==> src/rtl/bypass_scoreboard_id_if.sv <==
// ID-stage bundle between decode and the bypass scoreboard.
// Master is the decode side; slave is the scoreboard.
interface bypass_scoreboard_id_if #(
    parameter int NUM_SRC  = 3,
    parameter int NUM_FWD  = 3,
    parameter int REG_SIZE = 5,
    parameter int COUNT_W  = 32
);
    localparam int SEL_W = $clog2(NUM_FWD + 1);
    localparam int STG_W = (NUM_FWD > 1) ? $clog2(NUM_FWD) : 1;

    logic                        id_valid_i;
    logic [NUM_SRC*REG_SIZE-1:0] id_src_i;
    logic [NUM_SRC-1:0]          id_rd_src_i;
    logic                        id_wr_en_i;
    logic [REG_SIZE-1:0]         id_dst_i;
    logic [STG_W-1:0]            id_ready_stage_i;
    logic                        advance_i;
    logic                        flush_i;
    logic [NUM_SRC*SEL_W-1:0]    fwd_sel_o;
    logic                        stall_o;
    logic [NUM_FWD-1:0]          entry_valid_o;
    logic [COUNT_W-1:0]          stall_cnt_o;

    modport master (
        output id_valid_i, id_src_i, id_rd_src_i, id_wr_en_i,
        output id_dst_i, id_ready_stage_i, advance_i, flush_i,
        input  fwd_sel_o, stall_o, entry_valid_o, stall_cnt_o
    );

    modport slave (
        input  id_valid_i, id_src_i, id_rd_src_i, id_wr_en_i,
        input  id_dst_i, id_ready_stage_i, advance_i, flush_i,
        output fwd_sel_o, stall_o, entry_valid_o, stall_cnt_o
    );
endinterface

==> src/rtl/bypass_scoreboard_id.sv <==
// ID-stage forwarding/hazard controller with a shadow pipeline of
// in-flight destination tags and per-entry result-ready stage.
module bypass_scoreboard_id #(
    parameter int NUM_SRC  = 3,
    parameter int NUM_FWD  = 3,
    parameter int REG_SIZE = 5,
    parameter int COUNT_W  = 32
) (
    input  logic                   clk_i,
    input  logic                   rsn_i,
    bypass_scoreboard_id_if.slave  bus
);
    localparam int SEL_W = $clog2(NUM_FWD + 1);
    localparam int STG_W = (NUM_FWD > 1) ? $clog2(NUM_FWD) : 1;

    typedef struct packed {
        logic                vld;
        logic [REG_SIZE-1:0] dst;
        logic [STG_W-1:0]    rdy;
    } ent_t;

    ent_t [NUM_FWD-1:0]       ent_q, ent_d;
    logic [COUNT_W-1:0]       cnt_q, cnt_d;
    logic [NUM_SRC*SEL_W-1:0] sel;
    logic [NUM_SRC-1:0]       hz;
    logic [REG_SIZE-1:0]      src;
    logic [STG_W-1:0]         rdy_cap;
    logic [NUM_FWD-1:0]       ev;
    logic                     stall;
    logic                     cap;

    // Scan oldest to youngest so the youngest match overwrites.
    always_comb begin
        sel = '0;
        hz  = '0;
        src = '0;
        for (int j = 0; j < NUM_SRC; j++) begin
            src = bus.id_src_i[j*REG_SIZE +: REG_SIZE];
            for (int k = NUM_FWD - 1; k >= 0; k--) begin
                if (bus.id_rd_src_i[j] && ent_q[k].vld &&
                    src != '0 && src == ent_q[k].dst) begin
                    if (k >= int'(ent_q[k].rdy)) begin
                        sel[j*SEL_W +: SEL_W] = SEL_W'(k + 1);
                        hz[j] = 1'b0;
                    end else begin
                        sel[j*SEL_W +: SEL_W] = '0;
                        hz[j] = 1'b1;
                    end
                end
            end
        end
    end

    assign stall = bus.id_valid_i & (|hz);

    assign rdy_cap = (int'(bus.id_ready_stage_i) >= NUM_FWD)
                   ? STG_W'(NUM_FWD - 1) : bus.id_ready_stage_i;

    assign cap = bus.id_valid_i & bus.id_wr_en_i & (bus.id_dst_i != '0)
               & ~stall & ~bus.flush_i;

    always_comb begin
        ent_d = ent_q;
        if (bus.advance_i) begin
            for (int k = NUM_FWD - 1; k >= 1; k--) begin
                ent_d[k] = ent_q[k-1];
            end
            ent_d[0] = '0;
            if (cap) begin
                ent_d[0] = {1'b1, bus.id_dst_i, rdy_cap};
            end
        end
    end

    always_comb begin
        cnt_d = cnt_q;
        if (stall && cnt_q != '1) begin
            cnt_d = cnt_q + COUNT_W'(1);
        end
    end

    always_comb begin
        ev = '0;
        for (int k = 0; k < NUM_FWD; k++) begin
            ev[k] = ent_q[k].vld;
        end
    end

    always_ff @(posedge clk_i or negedge rsn_i) begin
        if (!rsn_i) begin
            ent_q <= '0;
            cnt_q <= '0;
        end else begin
            ent_q <= ent_d;
            cnt_q <= cnt_d;
        end
    end

    assign bus.fwd_sel_o     = sel;
    assign bus.stall_o       = stall;
    assign bus.entry_valid_o = ev;
    assign bus.stall_cnt_o   = cnt_q;
endmodule

==> src/flat_wrapper.sv <==
// flat-port wrapper written by rule: the top's interface ports become plain ports
module bypass_scoreboard_id_flat 
#(
    parameter int NUM_SRC  = 3,
    parameter int NUM_FWD  = 3,
    parameter int REG_SIZE = 5,
    parameter int COUNT_W  = 32
)
  (clk_i, rsn_i, bus_id_valid_i, bus_id_src_i, bus_id_rd_src_i, bus_id_wr_en_i, bus_id_dst_i, bus_id_ready_stage_i, bus_advance_i, bus_flush_i, bus_fwd_sel_o, bus_stall_o, bus_entry_valid_o, bus_stall_cnt_o);
  bypass_scoreboard_id_if #(.NUM_SRC(NUM_SRC), .NUM_FWD(NUM_FWD), .REG_SIZE(REG_SIZE), .COUNT_W(COUNT_W)) bus_i ();
  input  logic clk_i;
  input  logic rsn_i;
  input wire logic [$bits(bus_i.id_valid_i)-1:0] bus_id_valid_i;
  input wire logic [$bits(bus_i.id_src_i)-1:0] bus_id_src_i;
  input wire logic [$bits(bus_i.id_rd_src_i)-1:0] bus_id_rd_src_i;
  input wire logic [$bits(bus_i.id_wr_en_i)-1:0] bus_id_wr_en_i;
  input wire logic [$bits(bus_i.id_dst_i)-1:0] bus_id_dst_i;
  input wire logic [$bits(bus_i.id_ready_stage_i)-1:0] bus_id_ready_stage_i;
  input wire logic [$bits(bus_i.advance_i)-1:0] bus_advance_i;
  input wire logic [$bits(bus_i.flush_i)-1:0] bus_flush_i;
  output wire logic [$bits(bus_i.fwd_sel_o)-1:0] bus_fwd_sel_o;
  output wire logic [$bits(bus_i.stall_o)-1:0] bus_stall_o;
  output wire logic [$bits(bus_i.entry_valid_o)-1:0] bus_entry_valid_o;
  output wire logic [$bits(bus_i.stall_cnt_o)-1:0] bus_stall_cnt_o;
  assign bus_i.id_valid_i = bus_id_valid_i;
  assign bus_i.id_src_i = bus_id_src_i;
  assign bus_i.id_rd_src_i = bus_id_rd_src_i;
  assign bus_i.id_wr_en_i = bus_id_wr_en_i;
  assign bus_i.id_dst_i = bus_id_dst_i;
  assign bus_i.id_ready_stage_i = bus_id_ready_stage_i;
  assign bus_i.advance_i = bus_advance_i;
  assign bus_i.flush_i = bus_flush_i;
  assign bus_fwd_sel_o = bus_i.fwd_sel_o;
  assign bus_stall_o = bus_i.stall_o;
  assign bus_entry_valid_o = bus_i.entry_valid_o;
  assign bus_stall_cnt_o = bus_i.stall_cnt_o;
  bypass_scoreboard_id #(.NUM_SRC(NUM_SRC), .NUM_FWD(NUM_FWD), .REG_SIZE(REG_SIZE), .COUNT_W(COUNT_W)) u_core (.clk_i(clk_i), .rsn_i(rsn_i), .bus(bus_i));
endmodule
==> config.mk <==
export PLATFORM = sky130hd
export DESIGN_NAME = bypass_scoreboard_id_flat
export DESIGN_NICKNAME = d
export VERILOG_FILES = /design/src/rtl/bypass_scoreboard_id_if.sv /design/src/rtl/bypass_scoreboard_id.sv /design/src/flat_wrapper.sv
export SDC_FILE = /design/constraint.sdc
export NUM_CORES = 1
export LEC_CHECK = 0
export CORE_MARGIN = 3
export CORE_UTILIZATION = 30
export CTS_CLUSTER_DIAMETER = 200
export DETAILED_ROUTE_END_ITERATION = 8
export HOLD_SLACK_MARGIN = 0.15
export PLACE_DENSITY = 0.51
export SLEW_MARGIN = 20
export SYNTH_ARGS = -nofsm -noshare
export SYNTH_HDL_FRONTEND = slang
export SYNTH_SLANG_ARGS = --single-unit
==> constraint.sdc <==
create_clock -name clk_i -period 3.65 [get_ports clk_i]
set_clock_uncertainty 0.2 [all_clocks]
set_input_delay 0.73 -clock clk_i [delete_from_list [all_inputs] [get_ports clk_i]]
set_output_delay 0.73 -clock clk_i [all_outputs]
set_load 0.02 [all_outputs]
## Word level (Yosys, flattened, before mapping)

Index checks and enable logic that the tools add are counted.

| storage, ports and cells | value |
|---|---|
| memories kept | 0 |
| memory bits (read-only) | 0 |
| bits of input ports | 31 |
| word-level logic and storage cells | 91 |
| latch bits | 0 |
| memory bits (writable) | 0 |
| bits in registers | 56 |

| operators by class | value |
|---|---|
| reductions and logical operators | 33 |
| mux-type cells | 26 |
| div/mod/pow operators | 0 |
| $mul | 0 |
| shifts and indexed selects | 0 |
| add/subtract/negate cells | 1 |
| order comparisons | 4 |
| bitwise logic cells | 7 |
| equality and inequality tests | 10 |

Operators with widths:

| operator | number |
|---|---|
| $eq A5 B5 Y1 | 9 |
| $add A32 B1 Y32 const B | 1 |
| $ne A32 B32 Y1 const B | 1 |
| $logic_and A1 B1 Y1 | 28 |
| $mux W2 | 12 |
| $reduce_bool A5 Y1 | 4 |
| $mux W1 | 13 |
| $mux W8 | 1 |
| $and A1 B1 Y1 | 5 |
| $ge A1 B2 Y1 const A | 2 |
| $reduce_or A3 Y1 | 1 |
| $ge A2 B2 Y1 const A | 1 |
| $ge A2 B2 Y1 const B | 1 |
| $not A1 Y1 | 2 |

## Logic depth before layout (Yosys ltp)

| logic depth | value |
|---|---|
| depth after elaboration | 12 |
| depth in mapped cells | 12 |
| depth with buffers taken out | 9 |

## Worst setup path after synthesis

No wires, ideal clock.

| path | value |
|---|---|
| path type | input -> output |
| start point | input port bus_id_src_i[10] |
| end point | output port bus_stall_o |
| arrival time | 2.642 ns |
| required time | 2.720 ns |
| buffers on the path | 2 |
| setup slack | 0.078 ns |
| stages on the path | 9 |
| path through | or4_1 -> o21ai_2 -> nor4_2 -> nand2b_1 -> a21oi_1 -> and4b_1 -> buf_2 -> clkbuf_1 -> nor2b_1 |

| on the way | value |
|---|---|
| longest elaborated chain between the ends | 8 |

Ends and longest elaborated chain:

| item | RTL line | text |
|---|---|---|
| start, declared | flat_wrapper.sv:14 | `input wire logic [$bits(bus_i.id_src_i)-1:0] bus_id_src_i;` |
| $reduce_bool A5 Y1 | bypass_scoreboard_id.sv:41 | `src != '0 && src == ent_q[k].dst) begin` |
| $logic_and A1 B1 Y1 | bypass_scoreboard_id.sv:40 | `if (bus.id_rd_src_i[j] && ent_q[k].vld &&` |
| $logic_and A1 B1 Y1 | bypass_scoreboard_id.sv:41 |  |
| $mux W1 (2 in series) | bypass_scoreboard_id.sv:40 |  |
| $mux W1 * | bypass_scoreboard_id.sv:40 |  |
| $reduce_or A3 Y1 * | bypass_scoreboard_id.sv:54 | `assign stall = bus.id_valid_i & (\|hz);` |
| $and A1 B1 Y1 * | bypass_scoreboard_id.sv:54 |  |
| end, declared | flat_wrapper.sv:22 | `output wire logic [$bits(bus_i.stall_o)-1:0] bus_stall_o;` |

Mark *: on every way between the ends. The rest lies on a longest branch, timed or not.

## Final worst setup path

| path | value |
|---|---|
| start point | input port bus_id_src_i[13] |
| end point | output port bus_stall_o |

Same word-level chain as after synthesis.

==> results.toml <==
[logic_synthesis]
post_synthesis_average_cell_area_sq_um = 10.2
synth_common_cells = "56 x sky130_fd_sc_hd__dfrtp_1, 46 x sky130_fd_sc_hd__xor2_1, 30 x sky130_fd_sc_hd__xnor2_1"
synth.net_count = 359
synth_top_flop_cell = "sky130_fd_sc_hd__dfrtp_1"
post_synth_inst_count = 327
post-synth-top-area-cell = "sky130_fd_sc_hd__dfrtp_1"
synth_compound_area_share_pct = 4.93
ys_types = 48
synthAdderAreaFrac_pct = 0.376
post_synth_top_area_share_pct = 42.1
synth_edf_count = 0
synth.area.mux_share_pct = 6.47
synthTopCellsByArea = "sky130_fd_sc_hd__dfrtp_1 42%, sky130_fd_sc_hd__xor2_1 12%, sky130_fd_sc_hd__xnor2_1 7.9%"
largest_family_of_logic_cells_by_synthesized_area = "simple AND/OR/NAND/NOR gates"
synthesis.yosys.warnings = 0
synth-simple-area-share_pct = 22.5
synth_seq_cells = 56
synthXorXnorAreaFrac_pct = 20.0
post_synth_instance_area_sq_um = 3330
yosys.cell_count.top_type = "sky130_fd_sc_hd__dfrtp_1"
ys_async_sr_fraction_pct = 100
seq_area_frac_synth_pct = 42.1

[cts]
clkSinkCount = 56
clk_transition_reported_paths_ns = 0.10
cts_made_buffers = 5
tritoncts_clock_tree = "built"
clock_buffer_depth = 2
cts_htree_levels = 2
cts_root_buffer = "sky130_fd_sc_hd__clkbuf_8"
post-cts-setup-buffer-count = 0
clk-insertion-delay-late_ns = 0.31

[floorplan]
floorplan.rows = 37
chipHeight_microns = 111
start_util_pct = 31.5
fp.dieArea_sq_um = 12400
ioPinCount = 73
die_x_microns = 111
design.core.area_sq_um = 10600

[cells_and_area]
num-fill-cells = 1039
final_core_util_pct = 43.1
footprint_of_the_multi_input_gates_sq_um = 1880
final_layout_size_suffix_gt1_share_pct = 20.8
fin_cells = 564
num-nets-final = 459
num_antenna_cells = 0
area_delta_synth_final_pct = 36.8
finalInstanceArea_sq_um = 4550
seq_area_sq_um = 1400

[sta]
max-slew-margin-rel_pct = 69.2
final-hold-violation-count = 0
fin_crit_sh_pct = 97.6
final_number_of_max_transition_violations = 0
post-route-min-period_ns = 3.56
report.final.setup_viol = 0
worst-slew-pin-transition_ns = 0.462
max_freq_mhz = 281
postLayoutSetupSlackWorst_ns = 0.0879

[worst_setup_path]
cp_slowest_stage_delay_ns = 0.56
data_required_critical_path_ns = 2.72
crit_path_max_fanout = 3
cp_cell_sequence = "clkdlybuf4s15_1, or4_4, o21ai_4, nor4_4, buf_4, nand2b_1, a32oi_1, and4b_2, nor2b_2, buf_6"
startpoint_type_of_the_worst_setup_path = "input port"
criticalPathCategory = "in -> out"
crit_arrival_ns = 2.63
endpoint_kind = "output pin"
worstSetupStartpoint = "bus_id_src_i[13]"
crit_slowest_cell = "sky130_fd_sc_hd__or4_4"
r2r-start = "u_core.bus.stall_cnt_o[3]"

[power]
power_frac_seq_pct = 52.7
p_per_area_nw_per_um2 = 275
static-leakage-power_nw = 2.09
power_report.internal_total_uw = 931
combinational_cell_fraction_of_total_power_pct = 14.5
power.share.clock_pct = 32.8
p_sw_uw = 318
vdd.ir_drop.worst_mv = 0.178
p_sw_share_pct = 25.4
total_power_mw = 1.25

[min_path]
min-delay-path-class = "in -> async"

[global_routing]
gr-total-overflow = 0
antenna_violations_before_repair = 0
grt_start_max_net_pins = 38
grtUsageTotal_pct = 14.7
grt_first_pass_wirelength_microns = 14900
grt_pass1_vias = 2856

[placement]
detailed_place.area_sq_um = 4390
place_ws_ns = -0.641
place.port_buffers = 72
placed_cells = 556
dpl.hpwl_microns = 6780
gpl.final_weighted_congestion = 0.873

[detailed_routing]
routed_wire_length_per_instance_microns = 16.4
dr_vias = 2810
totalWireLength_microns = 9230
drt-initial-drc-count = 91
avgViaCountPerCell = 4.98
post_detailed_route_count_of_antenna_violating_nets = 0
drt_pass1_iterations = 4
drc = 0

[run_status]
outcome = "finished, final reports clean"

[run]
maxCapViolations = 0
cell usage in the layout (no fill, tap or decap), types with 3 or more instances in the layout:
cell type,instances
sky130_fd_sc_hd__a22o_1,6
sky130_fd_sc_hd__and3_1,5
sky130_fd_sc_hd__and4_1,4
sky130_fd_sc_hd__buf_4,35
sky130_fd_sc_hd__buf_6,3
sky130_fd_sc_hd__clkbuf_2,4
sky130_fd_sc_hd__clkbuf_8,5
sky130_fd_sc_hd__clkdlybuf4s15_1,3
sky130_fd_sc_hd__clkdlybuf4s50_1,49
sky130_fd_sc_hd__dfrtp_1,56
sky130_fd_sc_hd__dlygate4sd2_1,10
sky130_fd_sc_hd__dlymetal6s2s_1,3
sky130_fd_sc_hd__inv_1,3
sky130_fd_sc_hd__mux2_2,16
sky130_fd_sc_hd__nand2_1,27
sky130_fd_sc_hd__nand2b_1,3
sky130_fd_sc_hd__nand3_1,14
sky130_fd_sc_hd__nand4_1,15
sky130_fd_sc_hd__nor2_1,11
sky130_fd_sc_hd__nor3_1,18
sky130_fd_sc_hd__nor4_1,10
sky130_fd_sc_hd__nor4_2,4
sky130_fd_sc_hd__o21ai_0,3
sky130_fd_sc_hd__or3_1,3
sky130_fd_sc_hd__or4_4,3
sky130_fd_sc_hd__xnor2_1,29
sky130_fd_sc_hd__xor2_1,46
cell type report:
type                       count  area share, %
multi-input combinational    251           41.3
sequential                    56           30.8
timing repair buffer         109           21.4
tap                          136           3.74
clock buffer                   5           1.51
clock inverter                 3          0.935
inverter                       4          0.330
path summary, 6_finish.rpt:
kind,slack [ns],depth (start not counted),endpoint
worst max-delay path,0.09,10,bus_stall_o
worst min-delay path,0.15,1,u_core.bus.stall_cnt_o[18]
worst max register to register,0.56,9,u_core.bus.stall_cnt_o[13]
worst min register to register,0.30,1,u_core.bus.stall_cnt_o[13]
max in group asynchronous,2.27,2,u_core.bus.stall_cnt_o[25]
min in group clk_i,0.30,1,u_core.bus.stall_cnt_o[13]
flip-flops by register name (all words and copies together) (netlist names):
signal / count
u_core.ent_q: 21
u_core.bus.stall_cnt_o: 32
u_core.bus.entry_valid_o: 3
power groups by stage:
| stage | clock [mW] | sequential [mW] | combinational (mW) |
|---|---|---|---|
| after floorplan | 0 | 0.661 | 0.0847 |
| after global placement | 0 | 0.671 | 0.178 |
| after detailed placement | 0 | 0.670 | 0.179 |
| after CTS | 0.426 | 0.658 | 0.183 |
| after global routing | 0.449 | 0.661 | 0.198 |
| final | 0.410 | 0.658 | 0.181 |
through the flow:
step / TNS, ns / hold WS (ns)
3_5_place_dp: -5.75 / 0.280
5_1_grt: -0.00454 / 0.172
2_1_floorplan: 0 / 0.234
4_1_cts: -0.00925 / 0.151
3_3_place_gp: -5.97 / 0.277
6_report: 0 / 0.150
layer usage:
metal	global-route usage [%]	vias up	share of wire, %
met5	0	-	0
met4	3.41	0	1.3
met3	3.11	9	4.8
met2	22.9	74	44
met1	21.1	1367	50
li1	-	1360	-
worst max-delay path: cells and delay by family:
kind / cells / cell delay (ns)
buf+inv: 3 / 0.45
compound gates: 2 / 0.32
simple gates: 5 / 1.11
logic make-up after synthesis:
| group | after synthesis |
|---|---|
| simple gates | 133 |
| xor+xnor | 76 |
| flops | 56 |
| compound gates | 22 |
| buf+inv | 20 |
| mux | 19 |
| fa+ha+maj | 1 |
what timing repair did:
| action | 4_1_cts | 5_1_grt |
|---|---|---|
| hold buffers | 0 | 0 |
| pin swaps | 8 | 6 |
| gates cloned | 0 | 0 |
| hold endpoints to repair | 0 | 0 |
| resized for setup | 42 | 16 |
| setup endpoints to repair | 7 | 5 |
(Power assumes the default switching activity.)
